[config.mk]
export PLATFORM = sky130hd
export DESIGN_NAME = conv_layer_ctrl
export DESIGN_NICKNAME = d
export VERILOG_FILES = /design/src/rtl/cnn_pkg.sv /design/src/rtl/conv_layer_ctrl_wload_seq.sv /design/src/rtl/conv_layer_ctrl.sv
export SDC_FILE = /design/constraint.sdc
export NUM_CORES = 1
export LEC_CHECK = 0
export BUFFER_PORTS_ARGS = -buffer_cell sky130_fd_sc_hd__buf_4
export CAP_MARGIN = 5
export CORE_MARGIN = 2
export CORE_UTILIZATION = 30
export CTS_CLUSTER_SIZE = 25
export DETAILED_ROUTE_END_ITERATION = 8
export GPL_TIMING_DRIVEN = 0
export PLACE_DENSITY = 0.54
export SYNTH_ARGS = -nofsm -noshare
export SYNTH_HDL_FRONTEND = slang
export SYNTH_SLANG_ARGS = --single-unit
[constraint.sdc]
create_clock -name clk -period 1.46 [get_ports clk]
set_input_delay 0.146 -clock clk [delete_from_list [all_inputs] [get_ports clk]]
set_output_delay 0.146 -clock clk [all_outputs]
set_load 0.02 [all_outputs]
[src/rtl/cnn_pkg.sv]
// Shared constants and layer-sequencer state type for the conv layer datapath.
package cnn_pkg;

  localparam int unsigned KSIZE   = 5;
  localparam int unsigned WLEN    = KSIZE * KSIZE;
  localparam int unsigned NUM_CH  = 6;
  localparam int unsigned FMAP_28 = 28;
  localparam int unsigned FMAP_12 = 12;

  typedef enum logic [2:0] {
    IDLE,
    WAIT_W,
    LOAD,
    RUN,
    FINISH
  } layer_state_e;

endpackage

[src/rtl/conv_layer_ctrl_wload_seq.sv]
// Weight-load sequencer: walks engine/weight counters while step_i is high and
// decodes the one-hot per-engine capture enable plus a last-pop flag.
module wload_seq #(
  parameter int unsigned NUM_CH = cnn_pkg::NUM_CH,
  parameter int unsigned WLEN   = cnn_pkg::WLEN
) (
  input  logic              clk_i,
  input  logic              rst_i,
  input  logic              step_i,
  output logic [NUM_CH-1:0] weight_en_o,
  output logic              last_o
);

  localparam int unsigned CH_W = (NUM_CH > 1) ? $clog2(NUM_CH) : 1;

  logic [CH_W-1:0] ch_q, ch_d;
  logic [4:0]      wcnt_q, wcnt_d;
  logic            at_end;

  assign at_end = (ch_q == CH_W'(NUM_CH - 1)) && (wcnt_q == 5'(WLEN - 1));
  assign last_o = step_i && at_end;

  // Counters wrap back to zero after the final pop, so the next load starts clean.
  always_comb begin
    ch_d   = ch_q;
    wcnt_d = wcnt_q;
    if (step_i) begin
      if (wcnt_q == 5'(WLEN - 1)) begin
        wcnt_d = '0;
        ch_d   = at_end ? '0 : ch_q + CH_W'(1);
      end else begin
        wcnt_d = wcnt_q + 5'd1;
      end
    end
  end

  always_comb begin
    weight_en_o = '0;
    for (int unsigned i = 0; i < NUM_CH; i++) begin
      weight_en_o[i] = step_i && (ch_q == CH_W'(i));
    end
  end

  always_ff @(posedge clk_i or posedge rst_i) begin
    if (rst_i) begin
      ch_q   <= '0;
      wcnt_q <= '0;
    end else begin
      ch_q   <= ch_d;
      wcnt_q <= wcnt_d;
    end
  end

endmodule

[src/rtl/conv_layer_ctrl.sv]
// Layer sequencer for NUM_CH parallel 5x5 conv engines: weight-set wait,
// non-stalling weight broadcast, done collection and RUN timeout.
module conv_layer_ctrl #(
  parameter int unsigned NUM_CH = cnn_pkg::NUM_CH,
  parameter int unsigned WLEN   = cnn_pkg::WLEN,
  parameter int unsigned LVL_W  = 8,
  parameter int unsigned TMO    = 1023
) (
  input  logic              clk,
  input  logic              rst,
  input  logic              layer_go,
  input  logic              layer_sel,
  input  logic [LVL_W-1:0]  wfifo_level,
  output logic              wfifo_rd,
  output logic [NUM_CH-1:0] conv_weight_en,
  output logic [NUM_CH-1:0] conv_start,
  output logic              conv_state,
  input  logic [NUM_CH-1:0] conv_done,
  output logic              pix_en,
  output logic              busy,
  output logic              layer_done,
  output logic              err_tmo
);

  import cnn_pkg::*;

  localparam int unsigned     RUN_W    = $clog2(TMO + 1);
  localparam logic [LVL_W-1:0] FULL_SET = LVL_W'(NUM_CH * WLEN);

  layer_state_e      state_q;
  logic [NUM_CH-1:0] conv_start_q;
  logic              conv_state_q;
  logic              pix_en_q;
  logic              layer_done_q;
  logic              err_tmo_q;
  logic [NUM_CH-1:0] done_lat_q;
  logic [RUN_W-1:0]  run_q;

  logic              load_active;
  logic              wl_last;
  logic [NUM_CH-1:0] done_nxt;

  assign load_active = (state_q == LOAD);
  assign done_nxt    = done_lat_q | conv_done;

  wload_seq #(
    .NUM_CH (NUM_CH),
    .WLEN   (WLEN)
  ) u_wload (
    .clk_i       (clk),
    .rst_i       (rst),
    .step_i      (load_active),
    .weight_en_o (conv_weight_en),
    .last_o      (wl_last)
  );

  assign wfifo_rd   = load_active;
  assign busy       = (state_q != IDLE);
  assign conv_start = conv_start_q;
  assign conv_state = conv_state_q;
  assign pix_en     = pix_en_q;
  assign layer_done = layer_done_q;
  assign err_tmo    = err_tmo_q;

  always_ff @(posedge clk or posedge rst) begin
    if (rst) begin
      state_q      <= IDLE;
      conv_start_q <= '0;
      conv_state_q <= 1'b0;
      pix_en_q     <= 1'b0;
      layer_done_q <= 1'b0;
      err_tmo_q    <= 1'b0;
      done_lat_q   <= '0;
      run_q        <= '0;
    end else begin
      case (state_q)
        IDLE: begin
          if (layer_go) begin
            conv_state_q <= layer_sel;
            err_tmo_q    <= 1'b0;
            done_lat_q   <= '0;
            state_q      <= WAIT_W;
          end
        end
        WAIT_W: begin
          done_lat_q <= done_nxt;
          if (wfifo_level >= FULL_SET) begin
            conv_start_q <= '1;
            state_q      <= LOAD;
          end
        end
        LOAD: begin
          done_lat_q <= done_nxt;
          if (wl_last) begin
            pix_en_q <= 1'b1;
            run_q    <= '0;
            state_q  <= RUN;
          end
        end
        RUN: begin
          done_lat_q <= done_nxt;
          run_q      <= run_q + RUN_W'(1);
          // Completion is tested first so a final done on the timeout cycle wins.
          if (&done_nxt) begin
            conv_start_q <= '0;
            pix_en_q     <= 1'b0;
            layer_done_q <= 1'b1;
            state_q      <= FINISH;
          end else if (run_q == RUN_W'(TMO - 1)) begin
            err_tmo_q    <= 1'b1;
            conv_start_q <= '0;
            pix_en_q     <= 1'b0;
            layer_done_q <= 1'b1;
            state_q      <= FINISH;
          end
        end
        FINISH: begin
          layer_done_q <= 1'b0;
          state_q      <= IDLE;
        end
        default: state_q <= IDLE;
      endcase
    end
  end

endmodule

==> impl_metrics.json <==
{
  "outcome": "finished with violations",
  "violations": "negative setup slack",
  "yosysUniqueCellTypes": 41,
  "fin_ws_ps": -323,
  "io_buffers": 34,
  "rrSetupSlack_ps": -290,
  "max_stage_delay_ps": 400,
  "cts_sinks": 32,
  "fmax_mhz": 561,
  "yosysTopAreaCell": "dfrtp_1",
  "slew_headroom": 0.618,
  "drive_above_1_share": 0.506,
  "cts_buffers": 5,
  "irDropWorstVdd_mv": 0.863,
  "critical_path_class": "flop to output pin",
  "cts_root_buf": "clkbuf_8",
  "crit_end": "conv_weight_en[1]",
  "clockBufferDepth": 2,
  "antenna_found_initial": 0,
  "synth-edff-count": 0,
  "vias_per_cell": 4.82,
  "hold_viol_final": 0,
  "worst_r2r_endpoint": "run_q[9]",
  "critPathTopFamily": "simple AND/OR/NAND/NOR gates",
  "worstRegToRegCells": 9,
  "wire_per_inst_um": 12.9,
  "syn_to_final_growth_pct": 51.8,
  "critPathBufInv": 4,
  "worstPathCellList": "or3b_1 > buf_6 > inv_6 > buf_12 > and3_4 > buf_6",
  "core_um2": 5570,
  "yosysMostFrequentCell": "dfrtp_1",
  "crit_path_start": "state_q[0]",
  "fin_worst_skew_ps": 6.24,
  "netlist_instances": 178,
  "io_pins": 36,
  "cts_tree": "done",
  "cp_data_required_time_ps": 1310,
  "path_depth": 6,
  "drv_slew": 0,
  "grt_max_degree": 22,
  "antennaDiodeCount": 0,
  "syn_nets": 205,
  "place_hpwl_um": 2650,
  "gp_congestion": 0.731,
  "nets": 271,
  "grt.overflow.total": 0,
  "ys_seq_area_frac": 0.457,
  "nFillCells": 554,
  "die_area_um2": 6460,
  "power-per-cell-area_nw_per_um2": 1990,
  "cts_max_level": 2,
  "path_max_fanout": 7,
  "tightestPinTransition_ps": 573,
  "synth_top_cells_by_area": "dfrtp_1 (46%), ha_1 (6.4%), o21ai_0 (3.4%)",
  "synthFlopType": "dfrtp_1",
  "drcViolationCount": 0,
  "end_kind": "output pin",
  "syn-cell-area_um2": 1750,
  "vias": 1527,
  "finalSetupTns_ps": -4610,
  "insertion_delay_ps": 280,
  "synth-seq-cells": 32,
  "timing.rr.start": "state_q[0]",
  "avgSynthCellArea_um2": 9.83,
  "synth_top_area_share": 0.457,
  "start_util": 0.314,
  "critPathMostFrequentCell": "buf_6",
  "rsz0062_at_grt": "true",
  "wl_um": 4100,
  "grt_pass1_wl_um": 6810,
  "fp.dieH_um": 80.4,
  "min_period_ps": 1780,
  "hp-class": "primary input to flop",
  "drt-pass1-iter-count": 4,
  "cpMaxStageDelayCell": "dfrtp_2",
  "ant_nets": 0,
  "first_global_vias": 1476,
  "drtIter0Drc": 67,
  "power.total_uw": 5280,
  "worstPathArrival_ps": 1640,
  "ys_warn_count": 0,
  "rows": 27,
  "groute.usage.overall": 0.136,
  "setup_viol": 29,
  "fp.dieW_um": 80.4,
  "min_period_over_period": 1.22,
  "leakagePower_uw": 0.00121,
  "cts.clk_slew.worst_paths_ps": 70,
  "startpoint_type": "flop",
  "synthTopCellsByCount": "dfrtp_1 (32), nor2_1 (15), nand2_1 (13), o21ai_0 (12), a21oi_1 (11)",
  "cap_violations": 0,
  "async_flop_share": 1.00
}
## final cells by class
class	instances	area (um2)	area share
Tap cell	72	90.1	0.0339
Clock buffer	8	90.1	0.0339
Inverter	11	46.3	0.0174
Timing Repair Buffer	63	571	0.215
Buffer	7	68.8	0.0259
Sequential cell	32	805	0.303
Multi-Input combinational cell	124	987	0.371
## kinds of logic after synthesis
family / Yosys count / synth area share
AND/OR/NAND/NOR: 65 / 0.206
AO/OA/AOI/OAI: 45 / 0.162
flip-flops: 32 / 0.457
buffers and inverters: 22 / 0.0808
adder cells (fa/ha/maj): 9 / 0.0643
multiplexers: 4 / 0.0250
XOR/XNOR: 1 / 0.00500
## worst reg2reg max path, cell delays in order, from the launching register on
cell	delay [ps]
dfrtp_2	400
or3b_1	380
buf_6	140
inv_6	50
buf_12	100
buf_4	110
buf_6	90
nand3_4	130
o211ai_1	130
o31ai_1	100
## power breakdown
part	switching [uW]	leakage [uW]	internal (uW)	total [uW]
sequential	271	0.000390	1210	1480
combinational	1430	0.000778	1670	3100
clock	320	0.0000455	384	704
## cells in the final DEF (no fill, tap or decap), types with 3 or more instances in the layout
cell type and count:
a21o_1 3, a21oi_1 9, a31oi_1 5, and3_1 3, and3_4 4, buf_4 47
buf_6 19, clkbuf_8 6, dfrtp_1 29, dfrtp_2 3, ha_1 8, inv_1 8
nand2_1 12, nand3_1 4, nand3_2 5, nand4_1 3, nor2_1 6, nor2_2 7
nor2_4 3, o21ai_1 7, o21ai_2 3, o22a_1 3
## metrics by stage
step	cell area, um2	instances	setup WS [ps]	util	hold WS [ps]
after floorplan	1780	178	-114	-	262
after global placement	2130	284	-201	0.381	385
after detailed placement	2150	285	-209	0.386	243
after CTS	2550	313	-338	0.458	94.6
after global routing	2660	317	-379	0.477	93.2
final	2660	317	-323	0.477	104
## worst min path at each step
stage / from / to / slack (ps) / cells after the start
after floorplan: rst / conv_start[4] / 260 / 1
after global placement: layer_sel / conv_state / 390 / 2
after detailed placement: rst / u_wload.wcnt_q[4] / 240 / 2
after CTS: layer_sel / conv_state / 90 / 2
after global routing: layer_sel / conv_state / 90 / 2
final: layer_sel / conv_state / 100 / 2
## state kept, by name (all words and copies together), names as in the netlist
signal	count
state_q	3
u_wload.wcnt_q	5
conv_start	1
u_wload.ch_q	3
done_lat_q	6
run_q	10
err_tmo	1
layer_done	1
pix_en	1
conv_state	1
## metal layers
metal  wire [um]  global-route usage  share of wire
met1        1910               0.179           0.47
met2        1980               0.217           0.48
met3         196              0.0438          0.048
met4          15              0.0305         0.0037
met5           0                   0              0
## what timing repair did
item | in CTS | in global routing
setup buffers | 22 | 9
pin swaps | 14 | 12
resized for setup | 49 | 28
setup endpoints to repair | 29 | 40
hold buffers | 1 | 0
hold endpoints to repair | 11 | 0
No activity file was read; power rests on OpenSTA's default activity.
